$ cat src/rtl/seg7_pkg.sv
// Shared types and constants for the binary-to-BCD converter and the 7-segment scanner.
// Segment patterns are active-high, with bit6 = a down to bit0 = g.
package seg7_pkg;

    localparam int BIN_W = 10;
    localparam int BCD_W = 12;

    typedef enum logic [1:0] {
        IDLE,
        CONV,
        DONE
    } state_t;

    localparam logic [6:0] SEG_0     = 7'b1111110;
    localparam logic [6:0] SEG_1     = 7'b0110000;
    localparam logic [6:0] SEG_2     = 7'b1101101;
    localparam logic [6:0] SEG_3     = 7'b1111001;
    localparam logic [6:0] SEG_4     = 7'b0110011;
    localparam logic [6:0] SEG_5     = 7'b1011011;
    localparam logic [6:0] SEG_6     = 7'b1011111;
    localparam logic [6:0] SEG_7     = 7'b1110000;
    localparam logic [6:0] SEG_8     = 7'b1111111;
    localparam logic [6:0] SEG_9     = 7'b1111011;
    localparam logic [6:0] SEG_BLANK = 7'b0000000;

endpackage

$ cat src/rtl/seg7_decode.sv
// Combinational BCD nibble to 7-segment decoder.
// Non-decimal nibbles and a forced blank both produce a dark digit.
module seg7_decode
    import seg7_pkg::*;
(
    input  logic [3:0] nibble,
    input  logic       blank,
    output logic [6:0] seg
);

    always_comb begin
        seg = SEG_BLANK;
        if (!blank) begin
            case (nibble)
                4'd0:    seg = SEG_0;
                4'd1:    seg = SEG_1;
                4'd2:    seg = SEG_2;
                4'd3:    seg = SEG_3;
                4'd4:    seg = SEG_4;
                4'd5:    seg = SEG_5;
                4'd6:    seg = SEG_6;
                4'd7:    seg = SEG_7;
                4'd8:    seg = SEG_8;
                4'd9:    seg = SEG_9;
                default: seg = SEG_BLANK;
            endcase
        end
    end

endmodule

$ cat src/rtl/seg7_scan_ctrl.sv
// Sequential double-dabble converter (10-bit binary to 3-digit BCD) feeding a
// free-running multiplexed 7-segment scanner that only ever shows the latched result.
module seg7_scan_ctrl
    import seg7_pkg::*;
#(
    parameter int SCAN_DIV   = 50000,
    parameter int LEAD_BLANK = 1
) (
    input  logic             clk,
    input  logic             rst,
    input  logic [BIN_W-1:0] bin,
    input  logic             bin_valid,
    output logic             busy,
    output logic             done,
    output logic             ovf,
    output logic [BCD_W-1:0] bcd,
    output logic [6:0]       seg,
    output logic [2:0]       dig_en
);

    localparam int CNT_W = $clog2(SCAN_DIV);
    localparam logic [CNT_W-1:0] CNT_MAX = CNT_W'(SCAN_DIV - 1);

    state_t           state;
    logic [BIN_W-1:0] bin_sh;
    logic [BCD_W-1:0] bcd_work;
    logic [BCD_W-1:0] bcd_adj;
    logic [3:0]       iter;
    logic             ovf_pend;

    logic [CNT_W-1:0] scan_cnt;
    logic             scan_wrap;
    logic [2:0]       next_dig;
    logic [3:0]       sel_nibble;
    logic             sel_blank;
    logic [6:0]       seg_next;

    // Every nibble of 5 or more gets +3 so the following left shift carries correctly into the next digit.
    always_comb begin
        bcd_adj = bcd_work;
        for (int i = 0; i < BCD_W / 4; i++) begin
            if (bcd_work[i*4 +: 4] >= 4'd5)
                bcd_adj[i*4 +: 4] = bcd_work[i*4 +: 4] + 4'd3;
        end
    end

    always_ff @(posedge clk) begin
        if (rst) begin
            state    <= IDLE;
            busy     <= 1'b0;
            done     <= 1'b0;
            ovf      <= 1'b0;
            bcd      <= '0;
            bin_sh   <= '0;
            bcd_work <= '0;
            iter     <= '0;
            ovf_pend <= 1'b0;
        end else begin
            done <= 1'b0;
            case (state)
                IDLE: begin
                    if (bin_valid) begin
                        state    <= CONV;
                        busy     <= 1'b1;
                        bin_sh   <= bin;
                        bcd_work <= '0;
                        iter     <= '0;
                        ovf_pend <= (bin > 10'd999);
                    end
                end
                CONV: begin
                    bcd_work <= {bcd_adj[BCD_W-2:0], bin_sh[BIN_W-1]};
                    bin_sh   <= {bin_sh[BIN_W-2:0], 1'b0};
                    if (iter == 4'd9)
                        state <= DONE;
                    else
                        iter <= iter + 4'd1;
                end
                DONE: begin
                    state <= IDLE;
                    busy  <= 1'b0;
                    done  <= 1'b1;
                    bcd   <= ovf_pend ? 12'h999 : bcd_work;
                    ovf   <= ovf_pend;
                end
                default: begin
                    state <= IDLE;
                    busy  <= 1'b0;
                end
            endcase
        end
    end

    assign scan_wrap = (scan_cnt == CNT_MAX);
    assign next_dig  = scan_wrap ? {dig_en[1:0], dig_en[2]} : dig_en;

    // Segments are decoded for the digit that will be enabled next, so both registers move together.
    always_comb begin
        sel_nibble = bcd[3:0];
        sel_blank  = 1'b0;
        case (next_dig)
            3'b010: begin
                sel_nibble = bcd[7:4];
                sel_blank  = (LEAD_BLANK != 0) && (bcd[11:8] == 4'd0) && (bcd[7:4] == 4'd0);
            end
            3'b100: begin
                sel_nibble = bcd[11:8];
                sel_blank  = (LEAD_BLANK != 0) && (bcd[11:8] == 4'd0);
            end
            default: begin
                sel_nibble = bcd[3:0];
                sel_blank  = 1'b0;
            end
        endcase
    end

    seg7_decode u_decode (
        .nibble (sel_nibble),
        .blank  (sel_blank),
        .seg    (seg_next)
    );

    always_ff @(posedge clk) begin
        if (rst) begin
            scan_cnt <= '0;
            dig_en   <= 3'b001;
            seg      <= SEG_0;
        end else begin
            scan_cnt <= scan_wrap ? '0 : scan_cnt + 1'b1;
            dig_en   <= next_dig;
            seg      <= seg_next;
        end
    end

endmodule

$ cat config.mk
export PLATFORM = sky130hd
export DESIGN_NAME = seg7_scan_ctrl
export DESIGN_NICKNAME = d
export VERILOG_FILES = /design/src/rtl/seg7_pkg.sv /design/src/rtl/seg7_decode.sv /design/src/rtl/seg7_scan_ctrl.sv
export SDC_FILE = /design/constraint.sdc
export NUM_CORES = 1
export LEC_CHECK = 0
export BUFFER_PORTS_ARGS = -buffer_cell sky130_fd_sc_hd__buf_2
export CAP_MARGIN = 30
export CELL_PAD_IN_SITES_DETAIL_PLACEMENT = 0
export CELL_PAD_IN_SITES_GLOBAL_PLACEMENT = 1
export CORE_ASPECT_RATIO = 1.2
export CORE_MARGIN = 2
export CORE_UTILIZATION = 41
export CTS_CLUSTER_DIAMETER = 100
export DETAILED_ROUTE_END_ITERATION = 16
export PLACE_DENSITY = 0.72
export SLEW_MARGIN = 10
export SYNTH_ARGS = -nofsm -noshare
export SYNTH_HDL_FRONTEND = slang
export SYNTH_SLANG_ARGS = --single-unit
$ cat constraint.sdc
create_clock -name clk -period 7.15 [get_ports clk]
set_clock_uncertainty 0.15 [all_clocks]
set_input_delay 1.43 -clock clk [delete_from_list [all_inputs] [get_ports clk]]
set_output_delay 1.43 -clock clk [all_outputs]
set_load 0.005 [all_outputs]
==> flow_summary.toml <==
[outcome]
outcome = "finished clean"

[drt]
ant_nets = 0
first_pass_iters = 4
wl_per_cell_um = 14.2
wl_um = 8080
viasPerCell = 5.32
vias = 3025
drc = 0
drt_iter0_markers = 141

[layout]
postLayoutCellArea_mm2 = 0.00402
regArea_mm2 = 0.00140
multi_input_area_mm2 = 0.00193
area_growth_pct = 15.6
layout_common_cells = "dfxtp_1, nor2_1, nand2_1"
final_common_cell = "dfxtp_1"
diodes = 0
n_fill_cell = 844
drive_gt1_frac = 0.145
nets = 477
stdcell_count = 569

[power]
pwr-share-seq = 0.459
pwr-share-clk = 0.498
p_int_w = 0.000698
power_density_mw_per_mm2 = 219
comb_power_share = 0.043
peakVddDrop_mv = 0.119
p_leak_nw = 1.56
switching_power_w = 0.000182
switching_share = 0.207

[sta]
final.setup.tns_ns = 0
hold_viol = 0
max_freq_mhz = 301
max-slew-margin-rel = 0.464
rsz0062_at_grt = "false"
setup_viol = 0
finalWorstSetupSlack_ns = 3.83
fin_crit_ns = 3.32
fin_crit_sh = 0.465
worstMarginPinSlew_ns = 0.803
hold-worst-slack_ns = 0.314
drv_slew = 0

[logic_synthesis]
syn_nets = 446
synth-edff-count = 0
synth_flop_cell = "dfxtp_1"
synthesis.area_mm2 = 0.00348
synth-async-reset-ratio = 0
synth_area_per_cell_um2 = 8.30
ys_types = 56
synth_cells = 419
ys_ff_latch = 70
yosysWarningCount = 0
yosysSeqAreaShare = 0.403

[global_routing]
grt_overflow = 0
grt.busiest_layer = "met2"
grt_max_degree = 44
use_met3 = 0.0395
use_met2 = 0.305
grtUsageTotal = 0.187
gr-usage-met1 = 0.237
grt_pass1_vias = 2784
antenna_found_initial = 0
grt_pass1_wl_um = 13600

[placed_design]
post-dp-hpwl_um = 5790
portBuffers = 37
dpl_cell_area_mm2 = 0.00373
dp.cells = 552
place.gp.congestion = 0.811
dp_slack_ns = 3.85

[clock_tree]
cts_resized = 0
cts_tree = "yes"
cts.hold.buffers_added = 0
postCtsSetupBuffers = 0
clk-insertion-delay-late_ns = 0.35
cts_inserted_buffers = 9
cts_buffer_depth = 2
clkTransAtPathRegs_ns = 0.08
cts_root_buf = "clkbuf_8"
htreeDepth = 3
clock_sinks = 70

[setup_path]
cp_max_fo = 14
end_kind = "register"
setup.worst_path.class = "register to register"
crit_arrival_ns = 3.46
worstPathRequired_ns = 7.29
start_kind = "register"

[floorplanning]
ioPinCount = 38
die_area_mm2 = 0.00924
die_x_um = 88.1
die_h_um = 105
initial_core_util = 0.424
core_area_mm2 = 0.00820
row_count = 36

[hold_path]
hold_path.class = "register to register"

[job]
maxCapViolCount = 0
-- sequential cells by signal, summed over array words and instances (netlist names) --
signal	flops
bcd	12
seg	7
ovf_pend	1
bin_sh	10
iter	4
ovf	1
state	2
busy	1
scan_cnt	16
dig_en	3
done	1
bcd_work	12
-- through the flow --
| stage | power [W] | util |
|---|---|---|
| floorplan | 0.000438 | - |
| detailed placement | 0.000451 | 0.455 |
| finish | 0.000880 | 0.491 |
| CTS | 0.000890 | 0.490 |
| global route | 0.000914 | 0.491 |
| global placement | 0.000450 | 0.455 |
-- Yosys cell counts (4+ instances only) --
master / instances / area, um2
dfxtp_1: 70 / 1400
nor2_1: 56 / 210
nand2_1: 46 / 173
nor3_1: 27 / 135
a21oi_1: 25 / 125
clkbuf_1: 16 / 60.1
o21ai_0: 15 / 75.1
ha_1: 14 / 175
inv_1: 14 / 52.6
xor2_1: 11 / 96.3
a311oi_1: 8 / 70.1
nand2b_1: 8 / 50.1
xnor2_1: 8 / 70.1
a22o_1: 7 / 61.3
nand3_1: 7 / 35.0
and3_1: 6 / 37.5
mux2i_1: 5 / 50.1
o31ai_1: 5 / 37.5
or3_1: 5 / 31.3
a22oi_1: 4 / 30.0
a32oi_1: 4 / 35.0
nand3b_1: 4 / 30.0
or4_1: 4 / 30.0
-- routing by layer --
metal	vias up	routed length [um]	part of all wire
met1	1417	3600	0.45
met2	44	4070	0.50
met5	-	0	0
met4	0	144	0.018
met3	13	264	0.033
li1	1551	-	-
-- layout make-up --
cell class	instances	area share
sequential	70	0.348
clock inverter	5	0.0320
inverter	16	0.0149
clock buffer	11	0.0376
tap	114	0.0355
multi-input combinational	313	0.480
timing repair buffer	40	0.0516
-- worst paths after layout --
path / from / end / slack, ns / depth (start not counted)
worst max register to register: scan_cnt[5] / seg[6] / 3.83 / 9
worst min-delay path: ovf / ovf / 0.31 / 2
worst min register to register: ovf / ovf / 0.31 / 2
worst max-delay path: scan_cnt[5] / seg[6] / 3.83 / 9
-- power by group through the flow --
stage	clock network (W)	logic, W	registers [W]
6_report	0.000438	0.0000376	0.000404
5_1_grt	0.000466	0.0000434	0.000405
4_1_cts	0.000449	0.0000377	0.000404
3_5_place_dp	0	0.0000377	0.000413
3_3_place_gp	0	0.0000371	0.000413
2_1_floorplan	0	0.0000272	0.000411
-- cells by family (layout without fill, tap and decap cells) --
group,Yosys count,after routing,share of synthesized area
AO/OA/AOI/OAI,88,88,0.176
XOR/XNOR,19,19,0.0478
adder cells (fa/ha/maj),14,14,0.0503
multiplexers,5,5,0.0144
flip-flops,70,70,0.403
buffers and inverters,36,72,0.0428
AND/OR/NAND/NOR,187,187,0.266
-- critical path, stage by stage (launching register included) --
cell and delay [ns]:
dfxtp_1 0.34, or4b_1 0.58, or4_1 0.80, nand3_2 0.24, a32oi_1 0.07, o311ai_1 0.27
inv_1 0.17, ha_1 0.24, a211o_1 0.26, o21ai_1 0.12
Note: power is estimated with default switching activity, not from simulation.
